<file path="src/rtl/cpu_types_pkg.sv">
// Shared pipeline types for the forwarding / hazard control unit.
// Optional statistics counters are enabled with FWD_STATS_EN.
package cpu_types_pkg;

    typedef enum logic [1:0] {
        IDLE     = 2'd0,
        LU_STALL = 2'd1,
        MEM_WAIT = 2'd2
    } fwd_state_t;

    localparam int FWD_RF = 0;

    function automatic int fwd_alu(input int k);
        return 2 * k + 1;
    endfunction

    function automatic int fwd_lui(input int k);
        return 2 * k + 2;
    endfunction

endpackage

</file>
<file path="src/rtl/fwd_select.sv">
// Per-operand forward select: nearest matching writer stage wins.
// Register 0 is never forwarded.
module fwd_select
    import cpu_types_pkg::*;
#(
    parameter int NSTG    = 2,
    parameter int REGBITS = 5,
    parameter int SELW    = $clog2(2 * NSTG + 1)
) (
    input  logic [REGBITS-1:0]      i_src,
    input  logic [NSTG-1:0]         i_regwr,
    input  logic [NSTG*REGBITS-1:0] i_wsel,
    input  logic [NSTG-1:0]         i_lui,
    output logic [SELW-1:0]         o_sel
);

    // Scan far-to-near so the nearest hit is the last assignment.
    always_comb begin
        o_sel = SELW'(FWD_RF);
        if (i_src != '0) begin
            for (int k = NSTG - 1; k >= 0; k--) begin
                if (i_regwr[k] &&
                    i_wsel[k*REGBITS +: REGBITS] == i_src) begin
                    o_sel = i_lui[k] ? SELW'(fwd_lui(k))
                                     : SELW'(fwd_alu(k));
                end
            end
        end
    end

endmodule

</file>
<file path="src/rtl/fwd_hazard_unit.sv">
// Operand forwarding plus load-use stall / memory-wait freeze control.
// Define FWD_STATS_EN to build the stall and freeze cycle counters.
module fwd_hazard_unit
    import cpu_types_pkg::*;
#(
    parameter int NSRC     = 2,
    parameter int NSTG     = 2,
    parameter int REGBITS  = 5,
    parameter int LOAD_LAT = 1,
    parameter int SELW     = $clog2(2 * NSTG + 1)
) (
    input  logic                    CLK,
    input  logic                    RST,
    input  logic [NSRC*REGBITS-1:0] ex_src,
    input  logic [NSRC*REGBITS-1:0] id_src,
    input  logic                    id_valid,
    input  logic                    ex_memread,
    input  logic [REGBITS-1:0]      ex_wsel,
    input  logic [NSTG-1:0]         stg_regwr,
    input  logic [NSTG*REGBITS-1:0] stg_wsel,
    input  logic [NSTG-1:0]         stg_lui,
    input  logic                    mem_req,
    input  logic                    dhit,
    output logic [NSRC*SELW-1:0]    fwd_sel,
    output logic                    stall_id,
    output logic                    freeze,
    output logic [31:0]             lu_cnt_o,
    output logic [31:0]             mw_cnt_o
);

    localparam logic [2:0] LL_M1 = 3'(LOAD_LAT - 1);

    fwd_state_t r_state;
    fwd_state_t w_state_nx;
    logic [2:0] r_lu_left;
    logic [2:0] w_lu_left_nx;
    logic       w_id_match;
    logic       w_hz;
    logic       w_frz;

    for (genvar i = 0; i < NSRC; i++) begin : g_src
        fwd_select #(
            .NSTG    (NSTG),
            .REGBITS (REGBITS),
            .SELW    (SELW)
        ) u_sel (
            .i_src   (ex_src[i*REGBITS +: REGBITS]),
            .i_regwr (stg_regwr),
            .i_wsel  (stg_wsel),
            .i_lui   (stg_lui),
            .o_sel   (fwd_sel[i*SELW +: SELW])
        );
    end

    always_comb begin
        w_id_match = 1'b0;
        for (int i = 0; i < NSRC; i++) begin
            if (id_src[i*REGBITS +: REGBITS] == ex_wsel)
                w_id_match = 1'b1;
        end
    end

    assign w_hz  = id_valid & ex_memread & (ex_wsel != '0) & w_id_match;
    assign w_frz = mem_req & ~dhit;

    always_ff @(posedge CLK) begin
        if (RST) begin
            r_state   <= IDLE;
            r_lu_left <= '0;
        end else begin
            r_state   <= w_state_nx;
            r_lu_left <= w_lu_left_nx;
        end
    end

    // lu_left doubles as the saved return state across a freeze.
    always_comb begin
        w_state_nx   = r_state;
        w_lu_left_nx = r_lu_left;
        if (w_frz) begin
            w_state_nx = MEM_WAIT;
        end else begin
            case (r_state)
                IDLE: begin
                    if (w_hz) begin
                        w_lu_left_nx = LL_M1;
                        w_state_nx   = (LOAD_LAT > 1) ? LU_STALL : IDLE;
                    end
                end
                LU_STALL: begin
                    if (r_lu_left != '0)
                        w_lu_left_nx = r_lu_left - 3'd1;
                    if (r_lu_left <= 3'd1)
                        w_state_nx = IDLE;
                end
                MEM_WAIT: begin
                    w_state_nx = (r_lu_left != '0) ? LU_STALL : IDLE;
                end
                default: w_state_nx = IDLE;
            endcase
        end
    end

    always_comb begin
        stall_id = 1'b0;
        freeze   = 1'b0;
        if (!RST) begin
            if (w_frz) begin
                freeze = 1'b1;
            end else begin
                case (r_state)
                    IDLE:     stall_id = w_hz;
                    LU_STALL: stall_id = 1'b1;
                    default:  stall_id = 1'b0;
                endcase
            end
        end
    end

`ifdef FWD_STATS_EN
    logic [31:0] r_lu_cnt;
    logic [31:0] r_mw_cnt;

    always_ff @(posedge CLK) begin
        if (RST) begin
            r_lu_cnt <= '0;
            r_mw_cnt <= '0;
        end else begin
            if (stall_id && r_lu_cnt != '1)
                r_lu_cnt <= r_lu_cnt + 32'd1;
            if (freeze && r_mw_cnt != '1)
                r_mw_cnt <= r_mw_cnt + 32'd1;
        end
    end

    assign lu_cnt_o = r_lu_cnt;
    assign mw_cnt_o = r_mw_cnt;
`else
    assign lu_cnt_o = '0;
    assign mw_cnt_o = '0;
`endif

endmodule
</file>
<file path="config.mk">
export PLATFORM = sky130hd
export DESIGN_NAME = fwd_hazard_unit
export DESIGN_NICKNAME = d
export VERILOG_FILES = /design/src/rtl/cpu_types_pkg.sv /design/src/rtl/fwd_select.sv /design/src/rtl/fwd_hazard_unit.sv
export SDC_FILE = /design/constraint.sdc
export NUM_CORES = 1
export LEC_CHECK = 0
export BUFFER_PORTS_ARGS = -buffer_cell sky130_fd_sc_hd__buf_4
export CAP_MARGIN = 20
export CORE_MARGIN = 3
export CORE_UTILIZATION = 30
export CTS_CLUSTER_SIZE = 8
export DETAILED_ROUTE_END_ITERATION = 10
export PLACE_DENSITY = 0.67
export SYNTH_ARGS = -nofsm -noshare
export SYNTH_HDL_FRONTEND = slang
export SYNTH_SLANG_ARGS = --single-unit
</file>
<file path="constraint.sdc">
create_clock -name CLK -period 1.65 [get_ports CLK]
set_input_delay 0.33 -clock CLK [delete_from_list [all_inputs] [get_ports CLK]]
set_output_delay 0.33 -clock CLK [all_outputs]
set_load 0.02 [all_outputs]
</file>
# Word-level counts from Yosys, hierarchy flattened

Cells that the tools add are included.
Widths: inputs -> output; s select.

Bits of input ports: 45
Flip-flop bits (word level): 5
Output and inout port bits: 72

Equality and inequality tests: 13
Multiplexer cells: 23
Reduce and logical (&&, ||, !) cells: 14
Add/sub/neg operators: 1
Bitwise gates (word level): 6
Magnitude comparators: 1

Operators with widths:

| operator            | number |
|---|---|
| $eq 5x5->1          | 6 |
| $mux 3              | 9 |
| $reduce_bool 5->1   | 3 |
| $mux 2              | 4 |
| $mux 1              | 7 |
| $ne 2x2->1 const B  | 3 |
| $ne 3x3->1 const B  | 2 |
| $pmux 2 s3          | 1 |
| $pmux 3 s2          | 1 |
| $and 1x1->1         | 4 |
| $logic_and 1x1->1   | 4 |
| $reduce_and 2->1    | 2 |
| $reduce_and 4->1    | 1 |
| $le 3x1->1 const B  | 1 |
| $reduce_bool 3->1   | 1 |
| $sub 3x1->3 const B | 1 |
| $eq 2x1->1 const B  | 1 |
| $eq 2x2->1 const B  | 1 |
| $logic_not 2->1     | 1 |
| $not 1->1           | 2 |
| $pmux 1 s2          | 1 |
| $reduce_bool 2->1   | 1 |
| $reduce_or 2->1     | 1 |

# Depth between registers and ports, before layout

Depth in word-level cells: 7
Depth in mapped cells: 6

# Hierarchy

Synthesis repeated with hierarchy kept, for this count alone.

Cells, all modules: 168
Area total of the unflattened synthesis: 1,343.8 µm²

Modules (own cells, without submodules):

| module          | cells an instance | instances | area an instance (µm²) |
|---|---|---|---|
| fwd_hazard_unit | 120               | 1         | 945.9 |
| fwd_select      | 24                | 2         | 198.9 |

# Worst setup path before layout

OpenSTA, ideal clock, no wires.

Path kind: input -> output
Start point: input port ex_wsel[4]
End point: output port stall_id
Path slack: -0.196 ns
Data required time: 1.320 ns
Data arrival time: 1.516 ns
Cell stages on the path: 5
Cells stage by stage: xnor2_1 > nand3_1 > o22ai_2 > o2111ai_1 > a2111oi_2

Longest elaborated chain between the ends: 7
Elaborated cells on any way between the ends: 10
Classes of those cells: eq/ne (2); mux (5); bitwise (2); reduce/logical (1)

RTL lines:

| what                | line                   | source |
|---|---|---|
| from (decl)         | fwd_hazard_unit.sv:18  | `input logic [REGBITS-1:0] ex_wsel,` |
| $eq 5x5->1          | fwd_hazard_unit.sv:58  | `if (id_src[i*REGBITS +: REGBITS] == ex_wsel)` |
| $mux 1 (2 in a row) | fwd_hazard_unit.sv:58  |  |
| $and 1x1->1 *       | fwd_hazard_unit.sv:63  | `assign w_hz = id_valid & ex_memread & (ex_wsel != '0) & w_id_match;` |
| $pmux 1 s2 *        | fwd_hazard_unit.sv:111 | `case (r_state)` |
| $mux 1 *            | fwd_hazard_unit.sv:108 | `if (w_frz) begin` |
| $mux 1 *            | fwd_hazard_unit.sv:107 | `if (!RST) begin` |
| to (decl)           | fwd_hazard_unit.sv:25  | `output logic stall_id,` |

Mark *: on every way between the ends. The rest lies on a longest branch, timed or not.

# Worst setup path after layout

Start point: input port ex_wsel[1]
End point: output port stall_id

Same word-level chain as after synthesis.

==> run_results.csv <==
group,metric,value,unit
setup_path,critPathSlowestCell,"a2111oi_4",
yosys,synth_compound_area_frac,0.09189,
finish,fin_cells,279,
yosys,ys_seq_elements,5,
yosys,synth_xor_area_frac,0.2121,
setup_path,ff2ff_path_depth,6,
finish,final_area,0.001872,sq mm
job,drv_cap,0,
floorplan,die_h,71.32,microns
clock_tree,numClockSinks,5,
floorplan,die-area,0.005087,sq mm
global_route,grt_first_pass_wirelength,4636,microns
detailed_routing,vias,1146,
setup_path,path_buf_inv,2,
pwr,power_density,426.9,mW/mm^2
detailed_routing,wl_per_cell,11.77,microns
setup_path,cpLargestDelayFamily,"compound AO/OA/AOI/OAI gates",
placement,placedCellCount,273,
timing,timing_hold_violations_final,0,
finish,n_antenna_cell,0,
setup_path,path_common_cell,"buf_4",
yosys,muxShareOfSynthArea,0.007820,
floorplan,ios,117,
global_route,first_global_vias,1029,
pwr,p_leak,0.8925,nW
floorplan,start_util,0.3154,
setup_path,worst-path-stages,7,
floorplan,core-area,0.004058,sq mm
yosys,synth.avg_cell_area,7.665,sq um
placement,globalplace.congestion,0.8403,
finish,nFillCells,390,
setup_path,r2r_setup_slack,0.29,ns
yosys,synth_fa_ha_area_frac,0.02933,
setup_path,worst-setup-path-type,"in -> out",
placement,io_buffer_count,52,
worst_hold_path,min_to,"r_state[1]$_SDFFE_PP0P_",
status,status,"finished, violations left",
finish,area_growth,46.24,%
timing,rsz0062_at_grt,"yes",
clock_tree,clock_path_buffers,2,
detailed_routing,totalWireLength,3285,microns
global_route,grt_max_degree,10,
clock_tree,cts_buffers,3,
setup_path,critical_path_arrival,1.57,ns
setup_path,cp-end-kind,"output pin",
detailed_routing,vias_per_cell,4.108,
yosys,synth-simple-area-share,0.1906,
detailed_routing,post-route-drc-count,0,
global_route,gr-usage-all-layers,0.1124,
yosys,synthDistinctLibCells,31,
timing,fin_crit,1.897,ns
placement,placed_cell_area,0.001555,sq mm
setup_path,slowest_delay,0.33,ns
status,violations,"negative setup slack",
setup_path,startpoint_type,"input port",
finish,drive_gt1_frac,0.4367,
clock_tree,ctsRootBufferMaster,"clkbuf_8",
placement,hpwl,2651,microns
pwr,ir_worst_vdd,0.0003742,V
yosys,yosysSeqAreaShare,0.07820,
floorplan,rows,23,
timing,period_share,1.150,
finish,nNetsFinal,278,
detailed_routing,ant_nets,0,
timing,finalSetupTns,-0.7785,ns
timing,setup-violations-final,7,
detailed_routing,first_pass_iters,4,
clock_tree,clock_latency,0.22,ns
yosys,synth_area,0.001280,sq mm
timing,finalWorstSetupSlack,-0.2474,ns
worst_hold_path,hold-path-cell-count,2,
yosys,yosys_warnings,0,
setup_path,crit_fanout,3,
timing,max_clock_freq,0.5270,GHz
global_route,overflow,0,
yosys,synth_top_family_by_area,"buffers and inverters",
clock_tree,cts_tree,"yes",
timing,drv_slew,0,
floorplan,die_width,71.32,microns
worst_hold_path,hold_class,"in -> reg",
setup_path,reg2reg_from,"r_lu_left[0]$_SDFFE_PP0P_",
clock_tree,h-tree-depth,1,
detailed_routing,drtIter0Drc,14,
clock_tree,cts_hold_buffers,0,
clock_tree,clk_pin_slew,0.03,ns
yosys,synthCells,167,
setup_path,critPathRequiredTime,1.32,ns
setup_path,path_cells,"buf_4, xnor2_2, nand2_1, o22ai_2, o2111ai_2, a2111oi_4, buf_4",
worst_hold_path,hold_path.startpoint,"RST",
timing,fin_skew,0.0009053,ns
global_route,antenna_found_initial,0,
pwr,power,799.1,uW
setup_path,r2r-end,"r_lu_left[0]$_SDFFE_PP0P_",
[cell usage in the layout, fill, tap and decap left out, drive strengths merged]
| cell | n |
|---|---|
| ha | 3 |
| a211oi | 1 |
| dfxtp | 5 |
| xnor2 | 21 |
| o32ai | 1 |
| xor2 | 10 |
| inv | 4 |
| and3 | 1 |
| o22ai | 1 |
| nand3 | 6 |
| o2111a | 1 |
| nor2b | 5 |
| conb | 64 |
| clkbuf | 4 |
| or3 | 1 |
| o21a | 4 |
| nand4 | 2 |
| o2111ai | 3 |
| nor4 | 1 |
| nand3b | 2 |
| or2 | 2 |
| mux2i | 1 |
| buf | 59 |
| a2111oi | 1 |
| nand2 | 5 |
| o21ai | 1 |
| nand2b | 1 |
| nor2 | 10 |
| or4 | 3 |
| nor3 | 6 |
[power by group]
group / total [mW] / internal, mW / switching [mW] / leakage, nW
Combinational: 0.449 / 0.187 / 0.262 / 0.829
Clock: 0.226 / 0.166 / 0.0600 / 0.0228
Sequential: 0.124 / 0.123 / 0.00173 / 0.0404
Total: 0.799 / 0.475 / 0.324 / 0.893
[cell type report]
| class | instances | area [sq um] | share of cell area |
|---|---|---|---|
| Sequential cell | 5 | 100.1 | 0.05348 |
| Tap cell | 50 | 62.56 | 0.03342 |
| Clock buffer | 4 | 45.04 | 0.02406 |
| Inverter | 4 | 15.01 | 0.008021 |
| Timing Repair Buffer | 59 | 533.0 | 0.2848 |
| Multi-Input combinational cell | 157 | 1116 | 0.5963 |
[worst register-to-register path, cell delays in order, from the launching register on]
cell,delay [ns]
dfxtp_1,0.35
inv_1,0.09
ha_1,0.23
nand2b_1,0.08
nand3_1,0.14
or3_1,0.34
o21ai_1,0.07
[synth_stat cells]
library cell  count  area share
nand2_1           5       0.015
buf_4            64        0.38
nor3_1            5       0.020
xnor2_1          21        0.14
nor3_2            1      0.0078
o22ai_2           1      0.0098
o32ai_1           1      0.0068
o2111a_2          1      0.0098
nand4_1           2      0.0098
o21a_1            4       0.023
inv_1             4       0.012
ha_1              3       0.029
conb_1            1      0.0029
a211oi_1          1      0.0059
nand3b_1          2       0.012
xor2_1           10       0.068
nor2b_1           5       0.024
nand3_1           6       0.023
and3_1            1      0.0049
o2111ai_1         3       0.021
nor4_1            1      0.0049
or3_1             1      0.0049
mux2i_1           1      0.0078
a2111oi_2         1       0.012
o21ai_1           1      0.0039
or2_2             2      0.0098
nand2b_1          1      0.0049
nor2_1           10       0.029
or4_1             2       0.012
or4_4             1      0.0088
dfxtp_1           5       0.078
[what timing repair did]
action,4_1_cts,5_1_grt
endpoints found under the setup margin,7,7
buffers inserted,1,1
gates resized for setup,38,16
pin swaps,14,7
endpoints found under the hold margin,0,0
[flip-flops by register name, indices dropped and copies added (netlist names)]
name and cells:
r_state 2, r_lu_left 3
[routing by layer]
metal	vias to the layer above	routed length (microns)	GRT usage
met3	4	315	0.01823
met4	0	30	0.03132
met5	-	0	0
met2	69	1789	0.2163
met1	522	1150	0.1253
li1	551	-	-
[metrics by stage]
step	utilization	hold WS (ns)	setup WS, ns
floorplan	-	0.3997	-0.01472
global placement	0.3833	0.4903	-0.2800
detailed placement	0.3833	0.5026	-0.2972
CTS	0.4379	0.3512	-0.2799
global route	0.4613	0.3580	-0.3341
finish	0.4613	0.3558	-0.2474
[worst max path at each step]
stage	startpoint	to	slack, ns
after floorplan	ex_wsel[4]	stall_id	-0.01
after global placement	ex_wsel[4]	stall_id	-0.28
after detailed placement	ex_wsel[4]	stall_id	-0.30
after CTS	ex_wsel[0]	stall_id	-0.28
after global routing	ex_wsel[0]	stall_id	-0.33
final	ex_wsel[1]	stall_id	-0.25
[cell families (layout without fill, tap and decap cells)]
| group | Yosys count | in the layout |
|---|---|---|
| buffers and inverters | 68 | 67 |
| AND/OR/NAND/NOR | 45 | 45 |
| XOR/XNOR | 31 | 31 |
| AO/OA/AOI/OAI | 13 | 13 |
| flip-flops | 5 | 5 |
| adder cells (fa/ha/maj) | 3 | 3 |
| other | 1 | 64 |
| multiplexers | 1 | 1 |
Note: power is estimated with default switching activity, not from simulation.
